<file path="src/rtl/alu_issue_unit.sv">
// Execute-stage issue unit: reads operands from an 8x16 register file, drives an
// external combinational ALU for ALU_WAIT+1 cycles, then writes the result back.
module alu_issue_unit #(
  parameter int unsigned ALU_WAIT = 0
) (
  input  logic        clk,
  input  logic        rst,
  input  logic        instr_valid,
  input  logic [15:0] instr,
  output logic        instr_ready,
  input  logic        wr_en,
  input  logic [2:0]  wr_addr,
  input  logic [15:0] wr_data,
  input  logic [2:0]  dbg_addr,
  output logic [15:0] dbg_data,
  output logic [15:0] Alu_inputA,
  output logic [15:0] Alu_inputB,
  output logic [2:0]  Alu_control,
  input  logic [15:0] Alu_result,
  input  logic        Zero,
  output logic        done,
  output logic [15:0] result_out,
  output logic        zero_flag
);

  typedef enum logic [1:0] {
    S_IDLE = 2'd0,
    S_EXEC = 2'd1,
    S_WB   = 2'd2
  } state_t;

  localparam logic [3:0] WAIT_INIT = 4'(ALU_WAIT);

  state_t      r_state;
  state_t      w_state_next;
  logic [15:0] r_rf [8];
  logic [3:0]  r_cnt;
  logic [2:0]  r_rd;
  logic [15:0] r_alu_a;
  logic [15:0] r_alu_b;
  logic [2:0]  r_alu_ctl;
  logic [15:0] r_result;
  logic        r_zero;

  logic [2:0]  w_op;
  logic [2:0]  w_rd;
  logic [2:0]  w_rs;
  logic [2:0]  w_rt;
  logic        w_use_imm;
  logic [2:0]  w_imm;
  logic        w_accept;
  logic        w_wb;
  logic        w_host_we;
  logic [15:0] w_opnd_b;

  assign w_op      = instr[15:13];
  assign w_rd      = instr[12:10];
  assign w_rs      = instr[9:7];
  assign w_rt      = instr[6:4];
  assign w_use_imm = instr[3];
  assign w_imm     = instr[2:0];

  assign w_accept  = (r_state == S_IDLE) && instr_valid;
  assign w_wb      = (r_state == S_EXEC) && (r_cnt == 4'd0);
  assign w_host_we = (r_state == S_IDLE) && wr_en && (wr_addr != 3'd0);
  assign w_opnd_b  = w_use_imm ? {13'b0, w_imm} : r_rf[w_rt];

  always_comb begin
    w_state_next = r_state;
    case (r_state)
      S_IDLE:  if (instr_valid) w_state_next = S_EXEC;
      S_EXEC:  if (r_cnt == 4'd0) w_state_next = S_WB;
      S_WB:    w_state_next = S_IDLE;
      default: w_state_next = S_IDLE;
    endcase
  end

  always_ff @(posedge clk or posedge rst) begin
    if (rst) begin
      r_state <= S_IDLE;
    end else begin
      r_state <= w_state_next;
    end
  end

  // The ALU operands are only touched on accept, so they stay frozen through EXEC and WB.
  always_ff @(posedge clk or posedge rst) begin
    if (rst) begin
      r_cnt     <= 4'd0;
      r_rd      <= 3'd0;
      r_alu_a   <= 16'd0;
      r_alu_b   <= 16'd0;
      r_alu_ctl <= 3'd0;
    end else if (w_accept) begin
      r_cnt     <= WAIT_INIT;
      r_rd      <= w_rd;
      r_alu_a   <= r_rf[w_rs];
      r_alu_b   <= w_opnd_b;
      r_alu_ctl <= w_op;
    end else if (r_state == S_EXEC && r_cnt != 4'd0) begin
      r_cnt <= r_cnt - 4'd1;
    end
  end

  always_ff @(posedge clk or posedge rst) begin
    if (rst) begin
      r_result <= 16'd0;
      r_zero   <= 1'b0;
    end else if (w_wb) begin
      r_result <= Alu_result;
      r_zero   <= Zero;
    end
  end

  // r0 is never written, so it holds its reset value of zero forever.
  // Host writes (IDLE only) and write-back (EXEC only) can never coincide.
  always_ff @(posedge clk or posedge rst) begin
    if (rst) begin
      for (int i = 0; i < 8; i++) begin
        r_rf[i] <= 16'd0;
      end
    end else if (w_wb) begin
      if (r_rd != 3'd0) begin
        r_rf[r_rd] <= Alu_result;
      end
    end else if (w_host_we) begin
      r_rf[wr_addr] <= wr_data;
    end
  end

  assign dbg_data    = (dbg_addr == 3'd0) ? 16'd0 : r_rf[dbg_addr];
  assign instr_ready = (r_state == S_IDLE);
  assign done        = (r_state == S_WB);
  assign Alu_inputA  = r_alu_a;
  assign Alu_inputB  = r_alu_b;
  assign Alu_control = r_alu_ctl;
  assign result_out  = r_result;
  assign zero_flag   = r_zero;

endmodule

</file>
<file path="config.mk">
export PLATFORM = sky130hd
export DESIGN_NAME = alu_issue_unit
export DESIGN_NICKNAME = d
export VERILOG_FILES = /design/src/rtl/alu_issue_unit.sv
export SDC_FILE = /design/constraint.sdc
export NUM_CORES = 1
export LEC_CHECK = 0
export CAP_MARGIN = 20
export CORE_ASPECT_RATIO = 0.8
export CORE_MARGIN = 2
export CORE_UTILIZATION = 25
export DETAILED_ROUTE_END_ITERATION = 6
export DONT_BUFFER_PORTS = 1
export PLACE_DENSITY_LB_ADDON = 0.1
export SLEW_MARGIN = 20
export SYNTH_ARGS = -nofsm -noshare
export SYNTH_HDL_FRONTEND = slang
export SYNTH_SLANG_ARGS = --single-unit
</file>
<file path="constraint.sdc">
create_clock -name clk -period 6.61 [get_ports clk]
set_input_delay 0.661 -clock clk [delete_from_list [all_inputs] [get_ports clk]]
set_output_delay 0.661 -clock clk [all_outputs]
set_load 0.02 [all_outputs]
</file>
Word-level counts from Yosys, hierarchy flattened
Cells that the tools add are included.
{"block": "totals", "regBits": 189, "word_cells": 76}
{"block": "classes", "n_eq_ne": 5, "n_addsub": 1, "n_reduce_logical": 17, "magnitude_cmp": 7, "muxes": 25, "bitwise_logic": 5}
{"cell": "$mux 128", "n": 3}
{"cell": "$bwmux 128", "n": 2}
{"cell": "$mux 16", "n": 10}
{"cell": "$bmux 16 s3", "n": 3}
{"cell": "$demux 16 s3", "n": 2}
{"cell": "$ge 4x4->1 const B", "n": 5}
{"cell": "$not 3->4", "n": 5}
{"cell": "$lt 4x1->1 const B", "n": 2}
{"cell": "$mux 4", "n": 2}
{"cell": "$logic_and 1x1->1", "n": 7}
{"cell": "$reduce_bool 3->1", "n": 2}
{"cell": "$logic_not 4->1", "n": 1}
{"cell": "$mux 2", "n": 2}
{"cell": "$ne 2x2->1 const B", "n": 2}
{"cell": "$pmux 2 s2", "n": 1}
{"cell": "$reduce_and 2->1", "n": 2}
{"cell": "$reduce_bool 2->1", "n": 2}
{"cell": "$reduce_bool 4->1", "n": 1}
{"cell": "$sub 4x1->4 const B", "n": 1}
{"cell": "$logic_not 3->1", "n": 1}
{"cell": "$eq 2x1->1 const B", "n": 1}
{"cell": "$eq 2x2->1 const B", "n": 1}
{"cell": "$logic_not 2->1", "n": 1}
{"cell": "$ne 2x1->1 const B", "n": 1}

Longest topological paths before layout
Gate-level depths: netlist of run 1.
{"block": "depth", "ltp_word": 8, "ltp_mapped": 9, "depth_no_buf": 7}

Least setup slack after synthesis of run 1
No wires, ideal clock.
{"block": "synth_timing", "kind": "input to output", "startpoint": "input dbg_addr[1]", "endpoint": "output dbg_data[15]", "path_buffers": 3, "path_slack_ns": 3.821, "t_arrival_ns": 2.128, "stages": 6, "cell_sequence": "clkbuf_1 nor2b_1 clkbuf_1 clkbuf_1 a22oi_1 o21ai_0"}
{"block": "synth_between", "elab_chain_cells": 5}
{"element": "start, declared", "line": "14", "rtl": "input logic [2:0] dbg_addr,"}
{"element": "$not 3->4 (not written as such)", "line": "131", "rtl": "assign dbg_data = (dbg_addr == 3'd0) ? 16'd0 : r_rf[dbg_addr];"}
{"element": "$bmux 16 s3", "line": "131"}
{"element": "$mux 16 (not written as such) (2 in series)", "line": "131"}
{"element": "$mux 16 *", "line": "131"}
{"element": "end, declared", "line": "15", "rtl": "output logic [15:0] dbg_data,"}
Mark *: on every way between the ends. The rest lies on a longest branch, timed or not. The select of a mux whose other input is x is not followed.

Worst setup path after layout of run 1
{"block": "layout_timing", "startpoint": "input dbg_addr[1]", "endpoint": "output dbg_data[1]"}
The elaborated chain is that of the path after synthesis.

==> results of run 1 <==
## routing by layer
layer	share of wire [%]	vias up
met2	42	257
met5	0.097	-
met4	0.80	6
li1	-	3630
met1	50	4214
met3	7.2	28
## state kept, by name, indices dropped and copies added (netlist names)
| name | cells |
|---|---|
| Alu_control | 3 |
| Alu_inputA | 16 |
| Alu_inputB | 16 |
| r_cnt | 4 |
| r_rd | 3 |
| r_rf | 128 |
| r_state | 2 |
| result_out | 16 |
| zero_flag | 1 |
## metrics by stage
step	power, mW	utilization [%]
final	3.39	27.7
after global routing	3.57	27.7
after CTS	3.43	27.6
after detailed placement	2.31	26.3
after global placement	2.30	26.2
after floorplan	2.07	-
## worst register-to-register path: cells and delay by family, from the launching register on
| family | cells | cell delay (ps) |
|---|---|---|
| adder cells (fa/ha/maj) | 1 | 150 |
| flip-flops | 1 | 400 |
| AND/OR/NAND/NOR | 2 | 520 |
| AO/OA/AOI/OAI | 1 | 860 |
| multiplexers | 1 | 420 |
| buffers and inverters | 2 | 430 |
## placed cells by master (no fill, tap or decap), types with 3 or more instances in the layout
cell type	synthesis	final
dfrtp_1	189	189
nand2_1	154	153
mux4_2	78	78
o21ai_0	71	71
a32oi_1	68	64
o22ai_1	48	48
mux2_2	46	46
mux2i_1	36	36
o21ai_1	27	27
nand3_1	21	21
mux2_4	20	20
and2_1	18	18
inv_1	18	17
clkbuf_16	0	17
buf_4	8	16
a221oi_1	15	15
a21oi_1	15	15
or2b_1	10	10
nand2b_1	7	7
clkinv_2	0	5
a32oi_2	0	4
or3b_1	3	3
o21ai_4	3	3
nor2_1	3	3
a21boi_2	1	3
clkinvlp_4	0	3
bufinv_16	0	3
buf_8	0	3
## final cells by class
type	count	area share (%)
timing repair buffer	19	1.35
sequential	189	38.5
clock inverter	12	1.19
clock buffer	19	3.61
multi-input combinational	678	48.5
inverter	19	0.663
tap	603	6.15
## power groups by stage
stage	sequential, mW	combinational (mW)	clock (mW)
after CTS	1.58	0.709	1.14
final	1.57	0.708	1.11
after floorplan	1.51	0.557	0
after global routing	1.61	0.772	1.20
after detailed placement	1.60	0.707	0
after global placement	1.60	0.700	0
## final timing paths
check	from	to	slack (ps)	cells past startpoint
worst max-delay path	dbg_addr[1]	dbg_data[1]	3680	4
worst min-delay path	rst	Alu_inputA[8]$_DFFE_PP0P_	120	1
worst max register to register	r_cnt[0]$_DFFE_PP0P_	r_rf[23]$_DFFE_PP0P_	3710	7
worst min register to register	r_rf[118]$_DFFE_PP0P_	r_rf[118]$_DFFE_PP0P_	400	0
max in group asynchronous	rst	r_rf[62]$_DFFE_PP0P_	5140	2
min in group clk	instr[15]	Alu_control[2]$_DFFE_PP0P_	300	2
## logic make-up (layout without fill, tap and decap cells)
| logic type | count (synthesis) | after routing | share of synthesized area (%) |
|---|---|---|---|
| buffers and inverters | 128 | 69 | 5.41 |
| multiplexers | 180 | 180 | 26.2 |
| AND/OR/NAND/NOR | 236 | 236 | 10.2 |
| adder cells (fa/ha/maj) | 2 | 2 | 0.223 |
| flip-flops | 189 | 189 | 42.1 |
| XOR/XNOR | 2 | 2 | 0.156 |
| AO/OA/AOI/OAI | 258 | 258 | 15.7 |
==> flow_metrics.env, run 1 <==
export IMPL_outcome="completed"
export IMPL_path_max_fanout=33
export IMPL_setup_violations=0
export IMPL_first_pass_iters=7
export IMPL_die_area_mm2=0.0466
export IMPL_core_area_mm2=0.0444
export IMPL_cts_hold_buf=0
export IMPL_p_seq_share_pct=46.4
export IMPL_die_h_um=194
export IMPL_synth_main_ff_cell="dfrtp_1"
export IMPL_period_needed_ps=2930
export IMPL_via_count=8135
export IMPL_grt_use_total_pct=19.9
export IMPL_ctsRootBufferMaster="clkbuf_16"
export IMPL_grt_pass1_vias=8201
export IMPL_grt_util_met1_pct=30.6
export IMPL_hold_viol=0
export IMPL_via_per_inst=5.29
export IMPL_max_stage_delay_ps=670
export IMPL_yosys_warnings=0
export IMPL_synth_edf_count=0
export IMPL_synth_common_cells="dfrtp_1, nand2_1, mux4_2"
export IMPL_postSynthCellCount=995
export IMPL_drv_cap=0
export IMPL_arrival_ps=2270
export IMPL_syn_to_final_growth_pct=9.32
export IMPL_drc_errors=0
export IMPL_clock_path_buffers=2
export IMPL_async_reset_ff_share_pct=100
export IMPL_fin_crit_sh_pct=44.3
export IMPL_grt_max_degree=76
export IMPL_fillCellCount=4645
export IMPL_start_kind="primary input"
export IMPL_p_leak_nw=4.91
export IMPL_fin_ws_ps=3680
export IMPL_routedWlPerCell_um=29.4
export IMPL_maxSlewViolCount=0
export IMPL_drt_initial_drc_count=656
export IMPL_place_inst=1507
export IMPL_p_clk_share_pct=32.7
export IMPL_criticalPathCategory="primary input to output pin"
export IMPL_multi_input_area_mm2=0.00595
export IMPL_ys_types=51
export IMPL_cts_tree="done"
export IMPL_worstMarginPinSlew_ps=1220
export IMPL_place_gp_congestion=0.733
export IMPL_switchingPower_mw=1.18
export IMPL_synth_seq_area_share_pct=42.1
export IMPL_path_buf_inv=1
export IMPL_internal_power_mw=2.21
export IMPL_critPathRequiredTime_ps=5950
export IMPL_grt_setup_unrepaired="no"
export IMPL_yosys_cell_count_top_type="dfrtp_1"
export IMPL_gr_usage_met3_pct=5.91
export IMPL_ant_nets=0
export IMPL_setup_tns_ps=0
export IMPL_diodes=0
export IMPL_fin_hold_ws_ps=122
export IMPL_cts_setup_buffers=0
export IMPL_ios=129
export IMPL_p_per_area_mw_per_mm2=276
export IMPL_grt_util_met2_pct=27.6
export IMPL_switching_share_pct=34.7
export IMPL_seq_area_mm2=0.00473
export IMPL_hp_class="primary input to async pin"
export IMPL_crit_family="compound AO/OA/AOI/OAI gates"
export IMPL_netlist_area_leader_share_pct=42.1
export IMPL_dieWidth_um=241
export IMPL_num_nets_final=985
export IMPL_synth_area_mm2=0.0112
export IMPL_slowest_stage="a21oi_1"
export IMPL_cts_sinks=189
export IMPL_syn_area_per_cell_um2=11.3
export IMPL_combPwrFrac_pct=20.9
export IMPL_yosysTopAreaCell="dfrtp_1"
export IMPL_cts_clk_slew_worst_paths_ps=70
export IMPL_hpwl_mm=29.6
export IMPL_path_cells="nor2b_2, buf_4, a221oi_1, a21oi_1"
export IMPL_skew_ps=7.90
export IMPL_globalRouteOverflowTotal=0
export IMPL_htreeDepth=4
export IMPL_ir_drop_uv=195
export IMPL_fmax_ghz=0.342
export IMPL_fin_area_mm2=0.0123
export IMPL_initial_core_util_pct=25.3
export IMPL_grt_busiest_layer="met1"
export IMPL_setup_worst_path_end_class="output pin"
export IMPL_routed_wirelength_mm=45.2
export IMPL_port_buffers=0
export IMPL_antenna_found_initial=6
export IMPL_clk_insertion_delay_late_ps=460
export IMPL_synth_fp_nets=1056
export IMPL_yosys_top_cells_area="dfrtp_1, mux4_2, a32oi_1, nand2_1, mux2_2"
export IMPL_fin_cells=1539
export IMPL_max_slew_margin_pct=18.3
export IMPL_cts_buffers_inserted=17
export IMPL_rows=69
export IMPL_place_area_mm2=0.0117
export IMPL_ys_ff_latch=189
export IMPL_cts_resized_gates=0
export IMPL_preCtsSetupSlack_ps=3650
export IMPL_grt_pass1_wl_mm=65.6
export IMPL_final_layout_size_suffix_gt1_share_pct=23.7
No activity file was read; power rests on OpenSTA's default activity.
==> run 2: changes to the inputs <==
Clock period 6.61 ns to 2.54 ns, I/O delays scaled along.
==> flow_metrics.env, run 2 (synthesis results as in run 1) <==
export IMPL_antenna_found_initial=0
export IMPL_outcome="completed"
export IMPL_via_per_inst=5.07
export IMPL_cts_buffers_inserted=17
export IMPL_fillCellCount=4668
export IMPL_rrSetupSlack_ps=160
export IMPL_p_leak_nw=5.15
export IMPL_grt_use_total_pct=17.8
export IMPL_criticalPathCategory="flip-flop to flip-flop"
export IMPL_setup_tns_ps=0
export IMPL_first_pass_iters=5
export IMPL_clk_insertion_delay_late_ps=460
export IMPL_worstMarginPinSlew_ps=986
export IMPL_final_common_cell="dfrtp_1"
export IMPL_dieWidth_um=241
export IMPL_max_stage_delay_ps=570
export IMPL_setup_worst_path_end_class="flip-flop"
export IMPL_fin_crit_sh_pct=93.8
export IMPL_die_area_mm2=0.0466
export IMPL_largest_reg_flops=128
export IMPL_ios=129
export IMPL_cts_sinks=189
export IMPL_path_cells="inv_1, ha_1, or3b_1, nor3_4, a21oi_4, mux2_2"
export IMPL_die_h_um=194
export IMPL_regToRegEndpoint="r_rf[92]$_DFFE_PP0P_"
export IMPL_clock_path_buffers=2
export IMPL_grt_setup_unrepaired="no"
export IMPL_drc_errors=0
export IMPL_final_layout_size_suffix_gt1_share_pct=25.5
export IMPL_seq_area_mm2=0.00473
export IMPL_period_needed_ps=2380
export IMPL_cts_tree="done"
export IMPL_critPathRequiredTime_ps=2880
export IMPL_cp_startpoint="r_cnt[0]$_DFFE_PP0P_"
export IMPL_routedWlPerCell_um=25.6
export IMPL_initial_core_util_pct=25.3
export IMPL_grt_max_degree=88
export IMPL_skew_ps=8.63
export IMPL_grt_pass1_vias=7816
export IMPL_path_max_fanout=16
export IMPL_htreeDepth=4
export IMPL_syn_to_final_growth_pct=13.3
export IMPL_globalRouteOverflowTotal=0
export IMPL_via_count=8074
export IMPL_ctsRootBufferMaster="clkbuf_16"
export IMPL_hold_viol=0
export IMPL_critPathCapture="r_rf[92]$_DFFE_PP0P_"
export IMPL_fmax_ghz=0.420
export IMPL_port_buffers=0
export IMPL_crit_cells=6
export IMPL_ant_nets=0
export IMPL_final_cell_mix="dfrtp_1, nand2_1, mux4_2, o21ai_0, a32oi_1"
export IMPL_drv_cap=0
export IMPL_place_inst=1538
export IMPL_core_area_mm2=0.0444
export IMPL_start_kind="flip-flop"
export IMPL_arrival_ps=2720
export IMPL_crit_family="simple AND/OR/NAND/NOR gates"
export IMPL_maxSlewViolCount=0
export IMPL_drt_initial_drc_count=626
export IMPL_routed_wirelength_mm=40.7
export IMPL_max_slew_margin_pct=33.9
export IMPL_p_per_area_mw_per_mm2=703
export IMPL_rows=69
export IMPL_fin_cells=1592
export IMPL_timing_rr_start="r_cnt[0]$_DFFE_PP0P_"
export IMPL_slowest_stage="a21oi_4"
export IMPL_place_gp_congestion=0.768
export IMPL_cts_clk_slew_worst_paths_ps=70
export IMPL_hpwl_mm=29.7
export IMPL_cts_resized_gates=0
export IMPL_path_buf_inv=1
export IMPL_p_total_mw=8.94
export IMPL_largest_register="r_rf"
export IMPL_setup_violations=0
export IMPL_multi_input_area_mm2=0.00592
export IMPL_num_nets_final=1035
export IMPL_ir_drop_uv=545
export IMPL_rr_worst_depth=6
export IMPL_hp_class="primary input to flip-flop"
export IMPL_grt_pass1_wl_mm=60.3
==> run 2: cell count changes in the layout (fill, tap and decap cells not counted), moves of 2 or more <==
cell and change:
dlygate4sd3_1 +18, buf_4 +31, buf_12 +4, a21boi_2 -2, clkinvlp_4 +2, buf_8 -3, diode_2 +2, a21boi_1 +3
==> run 2: worst min path at each step <==
stage	depth (start not counted)	endpoint	start
after floorplan	2	Alu_control[0]$_DFFE_PP0P_	instr[13]
after global placement	2	Alu_inputA[6]$_DFFE_PP0P_	rst
after detailed placement	2	Alu_inputA[5]$_DFFE_PP0P_	rst
after CTS	2	r_rf[74]$_DFFE_PP0P_	Alu_result[10]
after global routing	2	r_rf[45]$_DFFE_PP0P_	Alu_result[13]
final	2	Alu_inputA[13]$_DFFE_PP0P_	instr[9]
==> run 2: area by class of cell <==
cell class / count / share of cell area (%)
Multi-Input combinational cell: 678 / 46.6
Sequential cell: 189 / 37.2
Tap cell: 603 / 5.93
Timing Repair Buffer: 69 / 4.82
Clock buffer: 17 / 3.34
Clock inverter: 15 / 1.54
Inverter: 19 / 0.590
Antenna cell: 2 / 0.0393
==> run 2: timing repair <==
| item | in CTS | in global routing |
|---|---|---|
| hold buffers | 18 | 0 |
| endpoints found under the setup margin | 0 | 6 |
| hold endpoints to repair | 206 | 0 |
| setup buffers | 0 | 2 |
==> run 2: worst reg2reg max path, cell delays in order, from the launching register on <==
cell     delay, ps
dfrtp_1        380
inv_1           80
ha_1           210
or3b_1         530
nor3_4          90
a21oi_4        570
mux2_2         410
==> run 2: per-stage QoR <==
stage                     utilization (%)  instance area, um^2  hold WS (ps)  worst slack [ps]
after floorplan                         -                11200           359              -148
after global placement               26.8                11900           300               146
after detailed placement             26.8                11900           299               106
after CTS                            28.6                12700        0.0578              83.5
after global routing                 28.7                12700          4.01              8.21
final                                28.7                12700          22.1               158
==> run 2: routing by layer <==
| layer | track usage, % | up-vias | share of wire, % |
|---|---|---|---|
| li1 | - | 3730 | - |
| met2 | 22.1 | 204 | 38 |
| met4 | 2.63 | 0 | 0.40 |
| met3 | 4.41 | 9 | 5.9 |
| met1 | 30.2 | 4131 | 55 |
| met5 | 0 | - | 0 |
==> run 2: power breakdown <==
group	total, mW	switching [mW]	leakage (nW)	internal [mW]
Clock	2.97	1.32	0.295	1.65
Combinational	1.82	0.964	2.29	0.852
Sequential	4.15	0.730	2.57	3.42
==> run 3: changes to the inputs <==
Settings changed: HOLD_SLACK_MARGIN set to 0.12.
==> flow_metrics.env, run 3 (synthesis results as in run 1) <==
export IMPL_p_clk_share_pct=33.0
export IMPL_cts_resized_gates=0
export IMPL_setup_worst_path_end_class="flip-flop"
export IMPL_final_common_cell="dfrtp_1"
export IMPL_via_count=8185
export IMPL_grt_pass1_vias=7886
export IMPL_seq_area_mm2=0.00473
export IMPL_hold_viol=0
export IMPL_num_nets_final=1049
export IMPL_clock_path_buffers=2
export IMPL_drt_initial_drc_count=571
export IMPL_internal_power_mw=5.94
export IMPL_ctsRootBufferMaster="clkbuf_16"
export IMPL_criticalPathCategory="flip-flop to flip-flop"
export IMPL_fmax_ghz=0.418
export IMPL_routedWlPerCell_um=25.4
export IMPL_dieWidth_um=241
export IMPL_largest_reg_flops=128
export IMPL_grt_max_degree=88
export IMPL_die_h_um=194
export IMPL_globalRouteOverflowTotal=0
export IMPL_critPathRequiredTime_ps=2880
export IMPL_drv_cap=0
export IMPL_routed_wirelength_mm=40.7
export IMPL_p_seq_share_pct=46.2
export IMPL_cts_tree="done"
export IMPL_fin_ws_ps=149
export IMPL_preCtsSetupSlack_ps=106
export IMPL_grt_setup_unrepaired="no"
export IMPL_grt_util_met2_pct=22.0
export IMPL_timing_rr_start="r_cnt[0]$_DFFE_PP0P_"
export IMPL_clk_insertion_delay_late_ps=460
export IMPL_grt_busiest_layer="met1"
export IMPL_maxSlewViolCount=0
export IMPL_drc_errors=0
export IMPL_grt_pass1_wl_mm=60.5
export IMPL_skew_ps=8.44
export IMPL_outcome="completed"
export IMPL_ir_drop_uv=555
export IMPL_ios=129
export IMPL_gr_usage_met3_pct=4.38
export IMPL_arrival_ps=2730
export IMPL_fillCellCount=4662
export IMPL_first_pass_iters=5
export IMPL_grt_util_met1_pct=30.3
export IMPL_p_per_area_mw_per_mm2=699
export IMPL_hpwl_mm=29.7
export IMPL_core_area_mm2=0.0444
export IMPL_path_max_fanout=16
export IMPL_rows=69
export IMPL_fin_crit_sh_pct=94.1
export IMPL_antenna_found_initial=3
export IMPL_combPwrFrac_pct=20.8
export IMPL_grt_use_total_pct=17.8
export IMPL_cts_buffers_inserted=17
export IMPL_cts_sinks=189
export IMPL_hp_class="primary input to flip-flop"
export IMPL_die_area_mm2=0.0466
export IMPL_place_gp_congestion=0.768
export IMPL_final_util_pct=29.0
export IMPL_initial_core_util_pct=25.3
export IMPL_switchingPower_mw=3.06
export IMPL_via_per_inst=5.10
export IMPL_ant_nets=0
export IMPL_cts_clk_slew_worst_paths_ps=80
export IMPL_fin_cells=1605
export IMPL_final_layout_size_suffix_gt1_share_pct=25.3
export IMPL_place_inst=1538
export IMPL_switching_share_pct=34.0
export IMPL_final_cell_mix="dfrtp_1, nand2_1, mux4_2, o21ai_0, a32oi_1"
export IMPL_worstMarginPinSlew_ps=984
export IMPL_setup_violations=0
export IMPL_port_buffers=0
export IMPL_holdCritStartpoint="instr[4]"
export IMPL_p_leak_nw=5.22
export IMPL_htreeDepth=4
export IMPL_cp_startpoint="r_cnt[0]$_DFFE_PP0P_"
export IMPL_largest_register="r_rf"
export IMPL_multi_input_area_mm2=0.00592
export IMPL_max_slew_margin_pct=34.2
export IMPL_period_needed_ps=2390
export IMPL_start_kind="flip-flop"
export IMPL_syn_to_final_growth_pct=14.7
## run 3: final cells by class
type	instances	share of cell area [%]
clock inverters	15	1.53
diodes	1	0.0194
flip-flops and latches	189	36.7
repair buffers	83	5.93
inverters	19	0.583
multi-input cells	678	46.0
well taps	603	5.86
clock buffers	17	3.31
## run 3: path summary, 6_finish.rpt
path                       cells past startpoint  slack (ps)                         end
max                                            6         150        r_rf[94]$_DFFE_PP0P_
min                                            2         170   Alu_inputB[0]$_DFFE_PP0P_
max reg2reg                                    6         150        r_rf[94]$_DFFE_PP0P_
min reg2reg                                    0         400       r_rf[119]$_DFFE_PP0P_
max in group asynchronous                      3        1610  result_out[10]$_DFFE_PP0N_
min in group asynchronous                      3         410   Alu_inputA[5]$_DFFE_PP0P_
## run 3: per-stage QoR
step	setup TNS [ps]	instance area [um^2]	power (mW)	hold slack (ps)
finish	0	12900	9.00	169
global route	0	12900	9.47	156
CTS	0	12900	9.12	133
detailed placement	0	11900	6.01	299
global placement	0	11900	5.99	300
floorplan	-28060	11200	5.38	359
## run 3: power by group through the flow
stage | combinational [mW] | clock [mW] | sequential [mW]
2_1_floorplan | 1.45 | 0 | 3.93
3_3_place_gp | 1.80 | 0 | 4.19
5_1_grt | 2.05 | 3.21 | 4.22
4_1_cts | 1.89 | 3.09 | 4.14
6_report | 1.87 | 2.97 | 4.16
3_5_place_dp | 1.81 | 0 | 4.20
## run 3: worst max-delay path: stages, from the launching register on
cell     delay [ps]
dfrtp_1         380
inv_1            80
ha_1            210
or3b_1          530
nor3_4           90
a21oi_4         580
mux2_2          410
## run 3: timing repair
| item | in CTS | in global routing |
|---|---|---|
| hold endpoints to repair | 308 | 0 |
| setup buffers | 0 | 2 |
| endpoints found under the setup margin | 0 | 6 |
| hold buffers | 32 | 0 |
## run 3: metal layers
layer / up-vias / share of wire (%)
li1: 3753 / -
met1: 4187 / 55
met2: 227 / 38
met3: 14 / 6.0
met4: 4 / 0.52
met5: - / 0.056
